<file path="config.mk">
export PLATFORM = sky130hd
export DESIGN_NAME = apple1_char_sender
export DESIGN_NICKNAME = d
export VERILOG_FILES = /design/src/rtl/apple1_term_pkg.sv /design/src/rtl/char_fifo.sv /design/src/rtl/apple1_char_sender.sv
export SDC_FILE = /design/constraint.sdc
export NUM_CORES = 1
export LEC_CHECK = 0
export ABC_AREA = 1
export CELL_PAD_IN_SITES_DETAIL_PLACEMENT = 1
export CELL_PAD_IN_SITES_GLOBAL_PLACEMENT = 1
export CORE_MARGIN = 4
export CORE_UTILIZATION = 45
export DETAILED_ROUTE_END_ITERATION = 8
export PLACE_DENSITY = 0.73
export SLEW_MARGIN = 20
export SYNTH_ARGS = -nofsm -noshare
export SYNTH_HDL_FRONTEND = slang
export SYNTH_SLANG_ARGS = --single-unit
export TNS_END_PERCENT = 50
</file>
<file path="constraint.sdc">
create_clock -name clk -period 3.4 [get_ports clk]
set_clock_uncertainty 0.05 [all_clocks]
set_input_delay 0.34 -clock clk [delete_from_list [all_inputs] [get_ports clk]]
set_output_delay 0.34 -clock clk [all_outputs]
set_load 0.05 [all_outputs]
</file>
<file path="src/rtl/apple1_term_pkg.sv">
// Shared definitions for the Apple-1 terminal character path.
//   - state_t      : handshake FSM encoding used by apple1_char_sender
//   - ASCII consts : carriage return, lowercase range bounds and the bit that
//                    separates lowercase from uppercase letters
package apple1_term_pkg;

    typedef enum logic [1:0] {
        ST_IDLE    = 2'd0,
        ST_PRESENT = 2'd1,
        ST_RELEASE = 2'd2
    } state_t;

    localparam logic [6:0] CR         = 7'h0D;
    localparam logic [6:0] ASCII_A_LC = 7'h61;
    localparam logic [6:0] ASCII_Z_LC = 7'h7A;
    localparam int         CASE_BIT   = 5;

endpackage

</file>
<file path="src/rtl/char_fifo.sv">
// Synchronous FIFO holding characters waiting for the terminal.
// Ports:
//   clk      in   rising-edge clock
//   mr_n     in   asynchronous active-low reset (pointers, level, full)
//   wr_en    in   enqueue request; ignored while full
//   wr_data  in   character to enqueue
//   rd_en    in   dequeue request; ignored while empty
//   rd_data  out  head of queue (combinational, valid while !empty)
//   level    out  registered occupancy, 0..2**DEPTH_LOG2
//   full     out  registered, level == 2**DEPTH_LOG2
//   empty    out  level == 0
module char_fifo #(
    parameter int DATA_W     = 7,
    parameter int DEPTH_LOG2 = 3
) (
    input  logic                  clk,
    input  logic                  mr_n,
    input  logic                  wr_en,
    input  logic [DATA_W-1:0]     wr_data,
    input  logic                  rd_en,
    output logic [DATA_W-1:0]     rd_data,
    output logic [DEPTH_LOG2:0]   level,
    output logic                  full,
    output logic                  empty
);

    localparam int                DEPTH   = 1 << DEPTH_LOG2;
    localparam logic [DEPTH_LOG2:0] DEPTH_L = (DEPTH_LOG2+1)'(DEPTH);

    logic [DATA_W-1:0]     r_mem [DEPTH];
    logic [DEPTH_LOG2-1:0] r_wr_ptr;
    logic [DEPTH_LOG2-1:0] r_rd_ptr;
    logic [DEPTH_LOG2:0]   r_level;
    logic                  r_full;
    logic [DEPTH_LOG2:0]   w_level_nxt;
    logic                  w_push;
    logic                  w_pop;

    // Full is judged on the pre-edge state, so a write coinciding with a pop
    // from a full queue is still rejected.
    assign w_push = wr_en && !r_full;
    assign w_pop  = rd_en && (r_level != '0);

    always_comb begin
        w_level_nxt = r_level;
        if (w_push && !w_pop)
            w_level_nxt = r_level + 1'b1;
        else if (w_pop && !w_push)
            w_level_nxt = r_level - 1'b1;
    end

    // Pointers are exactly DEPTH_LOG2 bits wide, so they wrap by overflow.
    always_ff @(posedge clk or negedge mr_n) begin
        if (!mr_n) begin
            r_wr_ptr <= '0;
            r_rd_ptr <= '0;
            r_level  <= '0;
            r_full   <= 1'b0;
        end else begin
            if (w_push) r_wr_ptr <= r_wr_ptr + 1'b1;
            if (w_pop)  r_rd_ptr <= r_rd_ptr + 1'b1;
            r_level <= w_level_nxt;
            r_full  <= (w_level_nxt == DEPTH_L);
        end
    end

    // Storage needs no reset: a slot is only read after it has been written.
    always_ff @(posedge clk) begin
        if (w_push) r_mem[r_wr_ptr] <= wr_data;
    end

    assign rd_data = r_mem[r_rd_ptr];
    assign level   = r_level;
    assign full    = r_full;
    assign empty   = (r_level == '0);

endmodule

</file>
<file path="src/rtl/apple1_char_sender.sv">
// Initiator side of the Apple-1 terminal character interface. Buffers host
// characters in a FIFO and hands them to the terminal one at a time with the
// DA/RDA strobe handshake: da rises with a new dout, the terminal pulls rda
// low to take it, da falls, and the next character waits for rda to return.
// Ports:
//   clk      in   rising-edge clock
//   mr_n     in   asynchronous active-low master reset
//   wr_en    in   host write strobe (dropped while full)
//   wr_data  in   character from host
//   full     out  FIFO full (registered)
//   level    out  FIFO occupancy (registered)
//   rda      in   terminal ready, synchronous to clk
//   da       out  data-available strobe
//   dout     out  character to terminal, held while da==1
// Build option: APPLE1_SENDER_UPCASE_EN folds 'a'..'z' to 'A'..'Z' on enqueue.
module apple1_char_sender
    import apple1_term_pkg::*;
#(
    parameter int DEPTH_LOG2 = 3,
    parameter int DATA_W     = 7
) (
    input  logic                clk,
    input  logic                mr_n,
    input  logic                wr_en,
    input  logic [DATA_W-1:0]   wr_data,
    output logic                full,
    output logic [DEPTH_LOG2:0] level,
    input  logic                rda,
    output logic                da,
    output logic [DATA_W-1:0]   dout
);

    state_t            r_state;
    state_t            w_state_nxt;
    logic              r_da;
    logic [DATA_W-1:0] r_dout;
    logic [DATA_W-1:0] w_wr_data;
    logic [DATA_W-1:0] w_head;
    logic              w_empty;
    logic              w_pop;

    // The character ROM has no lowercase glyphs; optionally fold them here so
    // the queue only ever holds displayable codes.
    always_comb begin
        w_wr_data = wr_data;
`ifdef APPLE1_SENDER_UPCASE_EN
        if (wr_data >= ASCII_A_LC && wr_data <= ASCII_Z_LC)
            w_wr_data[CASE_BIT] = 1'b0;
`endif
    end

    char_fifo #(
        .DATA_W     (DATA_W),
        .DEPTH_LOG2 (DEPTH_LOG2)
    ) u_fifo (
        .clk     (clk),
        .mr_n    (mr_n),
        .wr_en   (wr_en),
        .wr_data (w_wr_data),
        .rd_en   (w_pop),
        .rd_data (w_head),
        .level   (level),
        .full    (full),
        .empty   (w_empty)
    );

    always_comb begin
        w_state_nxt = r_state;
        w_pop       = 1'b0;
        case (r_state)
            ST_IDLE: begin
                if (!w_empty && rda) begin
                    w_pop       = 1'b1;
                    w_state_nxt = ST_PRESENT;
                end
            end
            ST_PRESENT: if (!rda) w_state_nxt = ST_RELEASE;
            ST_RELEASE: if (rda)  w_state_nxt = ST_IDLE;
            default:              w_state_nxt = ST_IDLE;
        endcase
    end

    // da is a pure register of "next state is PRESENT", so it rises on the
    // pop edge and falls on the edge that observes rda low.
    always_ff @(posedge clk or negedge mr_n) begin
        if (!mr_n) begin
            r_state <= ST_IDLE;
            r_da    <= 1'b0;
            r_dout  <= '0;
        end else begin
            r_state <= w_state_nxt;
            r_da    <= (w_state_nxt == ST_PRESENT);
            if (w_pop) r_dout <= w_head;
        end
    end

    assign da   = r_da;
    assign dout = r_dout;

endmodule
</file>
## Yosys cells after proc, flatten, opt, wreduce, memory -nomap -nowiden

Memories as Yosys holds them, arrays and structs flattened. A register that Yosys moved wholly into a read port is not among the register bits.
Cells that the tools add are included.

- Output and inout port bits: 13
- Memories: 1
- RAM bits: 56
- Register bits: 14
- Bits of input ports: 11
- Word-level logic and storage cells: 38

Memories:

| name | words | bits a word | read ports | clocked after memory_dff | wr ports | RTL line | RTL |
|---|---|---|---|---|---|---|---|
| u_fifo.r_mem | 8 | 7 | 1 | 1 | 1 | char_fifo.sv:30 | `logic [DATA_W-1:0] r_mem [DEPTH];` |

- Reduce and logical (&&, ||, !) cells: 13
- Add/subtract/negate cells: 4
- Eq/ne operators: 4
- Multiplexer cells: 10

Operator list:

| operator | number |
|---|---|
| $mux 4 | 2 |
| $add 3x1->3 const B | 2 |
| $mux 2 | 3 |
| $pmux 2 s3 | 1 |
| $logic_and 1x1->1 | 5 |
| $logic_not 1->1 | 5 |
| $add 4x1->4 const B | 1 |
| $eq 2x1->1 const B | 2 |
| $eq 4x4->1 const B | 1 |
| $logic_not 4->1 | 1 |
| $mux 1 | 4 |
| $reduce_bool 4->1 | 1 |
| $sub 4x1->4 const B | 1 |
| $eq 2x2->1 const B | 1 |
| $logic_not 2->1 | 1 |

## Logic depth before layout (Yosys ltp)

- Depth in word-level cells: 10
- Mapped depth: 10
- Depth with buffers taken out: 10

## Cells and area by module

A second synthesis with hierarchy kept.

- Cell total of the unflattened synthesis: 289
- Area, all modules: 3295.7 µm²

By module, submodules not included:

| module | cells each | sequential area each (µm²) | area an instance (µm²) | times used |
|---|---|---|---|---|
| char_fifo | 247 | 1956.9 | 2890.3 | 1 |
| apple1_char_sender | 42 | 250.2 | 405.4 | 1 |

## Worst setup path after synthesis

No wires, ideal clock.

- Path kind: register to register
- Start: reg u_fifo.r_full, in the netlist u_fifo.full
- End: mem u_fifo.r_mem[4][0], enable pin
- Cell stages (with the launch flop): 5
- Library setup time: 360 ps
- Path slack: 1409 ps
- Arrival: 1581 ps
- Path buffers: 0
- Required time: 2990 ps
- Clock period less this slack: 1991 ps
- Path through: dfrtp_1 nor2_4 inv_2 or2_2 nor2_1

- Cells in the longest elaborated chain, start to end: 4

Ends and longest elaborated chain:

| what | RTL line | RTL |
|---|---|---|
| from (decl) | char_fifo.sv:34 | `logic r_full;` |
| from (signal assigned) | char_fifo.sv:63 | `r_full <= (w_level_nxt == DEPTH_L);` |
| $logic_not 1->1 | char_fifo.sv:41 | `assign w_push = wr_en && !r_full;` |
| $logic_and 1x1->1 | char_fifo.sv:41 |  |
| $mux 1 | char_fifo.sv:69 | `if (w_push) r_mem[r_wr_ptr] <= wr_data;` |
| $mux 1 (implied by the code) | char_fifo.sv:69 |  |
| to (decl) | char_fifo.sv:30 |  |

No other way between the ends.

## Worst setup path after layout

- Start: reg u_fifo.r_level[0], in the netlist u_fifo.level[0]
- End: reg u_fifo.r_full, in the netlist u_fifo.full

- Cells in the longest elaborated chain, start to end: 10
- Elaborated cells between the ends (all ways): 15
- Classes of those cells: 2 x add/sub; 1 x eq/ne; 4 x mux; 8 x reduce/logical

Ends and longest elaborated chain:

| what | RTL line | RTL |
|---|---|---|
| from (decl) | char_fifo.sv:33 | `logic [DEPTH_LOG2:0] r_level;` |
| from (signal assigned) | char_fifo.sv:62 | `r_level <= w_level_nxt;` |
| $logic_not 4->1 | char_fifo.sv:75 | `assign empty = (r_level == '0);` |
| $logic_not 1->1 | apple1_char_sender.sv:72 | `if (!w_empty && rda) begin` |
| $logic_and 1x1->1 | apple1_char_sender.sv:72 |  |
| $mux 1 | apple1_char_sender.sv:72 |  |
| $mux 1 | apple1_char_sender.sv:70 | `case (r_state)` |
| $logic_and 1x1->1 | char_fifo.sv:42 | `assign w_pop = rd_en && (r_level != '0);` |
| $logic_and 1x1->1 or $logic_not 1->1 (tied branches) | char_fifo.sv:48, char_fifo.sv:46 |  |
| $mux 4 or $logic_and 1x1->1 (tied branches) | char_fifo.sv:48, char_fifo.sv:46 |  |
| $mux 4 * | char_fifo.sv:46 | `if (w_push && !w_pop)` |
| $eq 4x4->1 * | char_fifo.sv:63 |  |

Every way passes the cells marked *; elsewhere a longest branch is shown, timed or not.
A chain may end at the register's enable or synchronous reset.

==> metrics <==
Slew Viols, Final 0; initial core utilization around 46%; top post-synthesis cells by area edfxtp_1 51%, dfrtp_1 16%, nor2_1 5.8%, o21ai_0 5.3%, nand2_1 4.3%; GRT Util Overall approximately a fifth; Clock Pin Slew Worst Setup and Hold Paths around 80 ps; Die Ht between 90 and 100 um; Die X 94 um; Max Buffers Root-to-Sink 2; Tmin final 2110 ps; H-Tree Depth 3; Yosys Warn Count 0; Residual DRC 0; Die ar. between 0.008 and 0.009 mm^2; CTS root buffer clkbuf_8; Hold Path Class register to register; Seq/Total Area, Yosys 66.3%; CP max FO 11; post-CTS sizing 0; vias per inst ~5.2; Synth Instances 289; Cell Area, Synth between 0.003 and 0.004 mm^2; Core ar. 0.00721 mm^2; Post-synth EDFFs 56; Syn Nets between 300 and 400; clk sinks just under 80; average cell area after synthesis between 10 and 15 um^2; final setup fails 0; ys flop type edfxtp_1; FMAX between 0.4 and 0.5 GHz; count leader, synth edfxtp_1; Top Ports 24; largest net degree at the start of global routing 31; Worst-Margin Slew 980 ps; Pwr Density roughly 920 mW/mm^2; startpoint types register; outcome finished, final reports clean; WP data required about 3600 ps; P_leak roughly 1.5 nW; drt total wl between 7 and 8 mm; total grt overflow 0; ys async rst share a little over a quarter; top-area cell type share of the netlist area about half; post-route insts no fill 417; Placer Congestion 0.783; nets@finish around 330; max-cap violation count 0; final core utilization roughly 53%; fraction of layout cells with a size suffix above 1 about 15%; Final WS setup roughly 1300 ps; average wire per standard cell 18.2 um; vias in the first global route 2256; P&R area growth vs syn 14.3%; Fin Setup TNS 0 ps; Fin. Hold Viols 0; total power 3.51 mW; postcts setup bufs 0; final worst path period share 61.9%; crit path DAT about 2300 ps; hpwl dp about 5.1 mm; Initial DRT Pass Iterations 4; dpl cells 400; first-pass GRT wire length roughly 12 mm; CP Capture Type register; antenna diode count 0; pre-CTS setup slack between 1000 and 1500 ps; initial antenna violation count 0; Worst VDD drop approximately 0.37 mV; CTS tree done; via count about 2200; Core Rows 31; initial DRC count between 100 and 150; PortBufs 23; Num CTS Buffers 9; RSZ-0062 raised after global routing no; Distinct cells, synth 30; Worst slew margin a little over a third; post-synthesis register bit count a little under 80; Setup Crit Path Kind register to register; cell taking the most area after synthesis edfxtp_1; Worst-Skew Late Latency about 350 ps; Final ANT Viol Nets 0; top cells by count, synth 56 x edfxtp_1, 51 x nor2_1, 38 x nand2_1, 35 x o21ai_0, 21 x dfrtp_1
## final cells by class
class                           count  area, um^2
Inverter                           21        78.8
Clock inverter                      6        70.1
Fill cell                         793        3410
Multi-Input combinational cell    179         955
Tap cell                           99         124
Clock buffer                       10         128
Timing Repair Buffer               25         243
Sequential cell                    77        2210
## per-layer routing
layer | vias to the layer above | wire length, um | track usage [%] | share of wire [%]
met4 | 0 | 108 | 8.42 | 1.4
met1 | 1110 | 3510 | 24.8 | 46
li1 | 1034 | - | - | -
met3 | 8 | 178 | 3.93 | 2.4
met2 | 31 | 3780 | 29.3 | 50
met5 | - | 0 | 0 | 0
## registers in the layout, summed over array words and instances, names as in the netlist
signal / flops
u_fifo.r_wr_ptr: 3
u_fifo.r_mem: 56
u_fifo.full: 1
u_fifo.r_rd_ptr: 3
r_state: 2
da: 1
dout: 7
u_fifo.level: 4
## worst max-delay path: stages, from the launching register on
cell and delay, ps:
dfrtp_1 460, inv_1 90, ha_1 260, nand2_4 120, inv_2 40, nor2_2 430, nand3_1 230, nand3_1 180
nand3_2 90, nor2_2 90
## logic make-up (layout without fill, tap and decap cells)
family / count (synthesis) / count (layout) / synth area share, %
simple gates: 117 / 117 / 16.2
flops: 77 / 77 / 66.3
compound gates: 55 / 55 / 10.2
buf+inv: 33 / 62 / 5.00
fa+ha+maj: 4 / 4 / 1.50
xor+xnor: 3 / 3 / 0.790
## final timing paths
| check | startpoint | end | slack, ps | cells after the start |
|---|---|---|---|---|
| worst min-delay path | r_state[1] | r_state[1] | 430 | 1 |
| worst max-delay path | u_fifo.level[0] | u_fifo.full | 1290 | 9 |
| worst max register to register | u_fifo.level[0] | u_fifo.full | 1290 | 9 |
| max in group asynchronous | mr_n | u_fifo.r_wr_ptr[2] | 2520 | 2 |
| worst min register to register | r_state[1] | r_state[1] | 430 | 1 |
| min in group asynchronous | mr_n | u_fifo.r_rd_ptr[1] | 440 | 2 |
## metrics by stage
| step | hold WS, ps | cell area (um^2) |
|---|---|---|
| 2_1_floorplan | -5.59 | 3330 |
| 3_3_place_gp | 399 | 3600 |
| 3_5_place_dp | 422 | 3600 |
| 4_1_cts | 436 | 3800 |
| 5_1_grt | 439 | 3800 |
| 6_report | 433 | 3800 |
## repair_timing
action | 4_1_cts | 5_1_grt
endpoints found under the setup margin | 0 | 0
hold endpoints to repair | 0 | 21
hold buffers | 0 | 1
## layout by cell type (no fill, tap or decap), types with 6 or more instances in the layout
master	synthesis	final
nand2_2	6	6
inv_2	6	6
nand3_1	7	7
edfxtp_1	56	56
inv_1	15	15
nor2_1	51	51
dfrtp_1	21	21
nand2_1	38	38
clkdlybuf4s50_1	0	22
clkbuf_8	0	9
o21ai_0	35	35
o211ai_1	10	10
## power breakdown
part	switching, mW	leakage [nW]	internal, mW
Combinational	0.955	0.609	0.440
Clock	0.346	0.0895	0.344
Sequential	0.206	0.764	1.22
No activity file was read; power rests on OpenSTA's default activity.
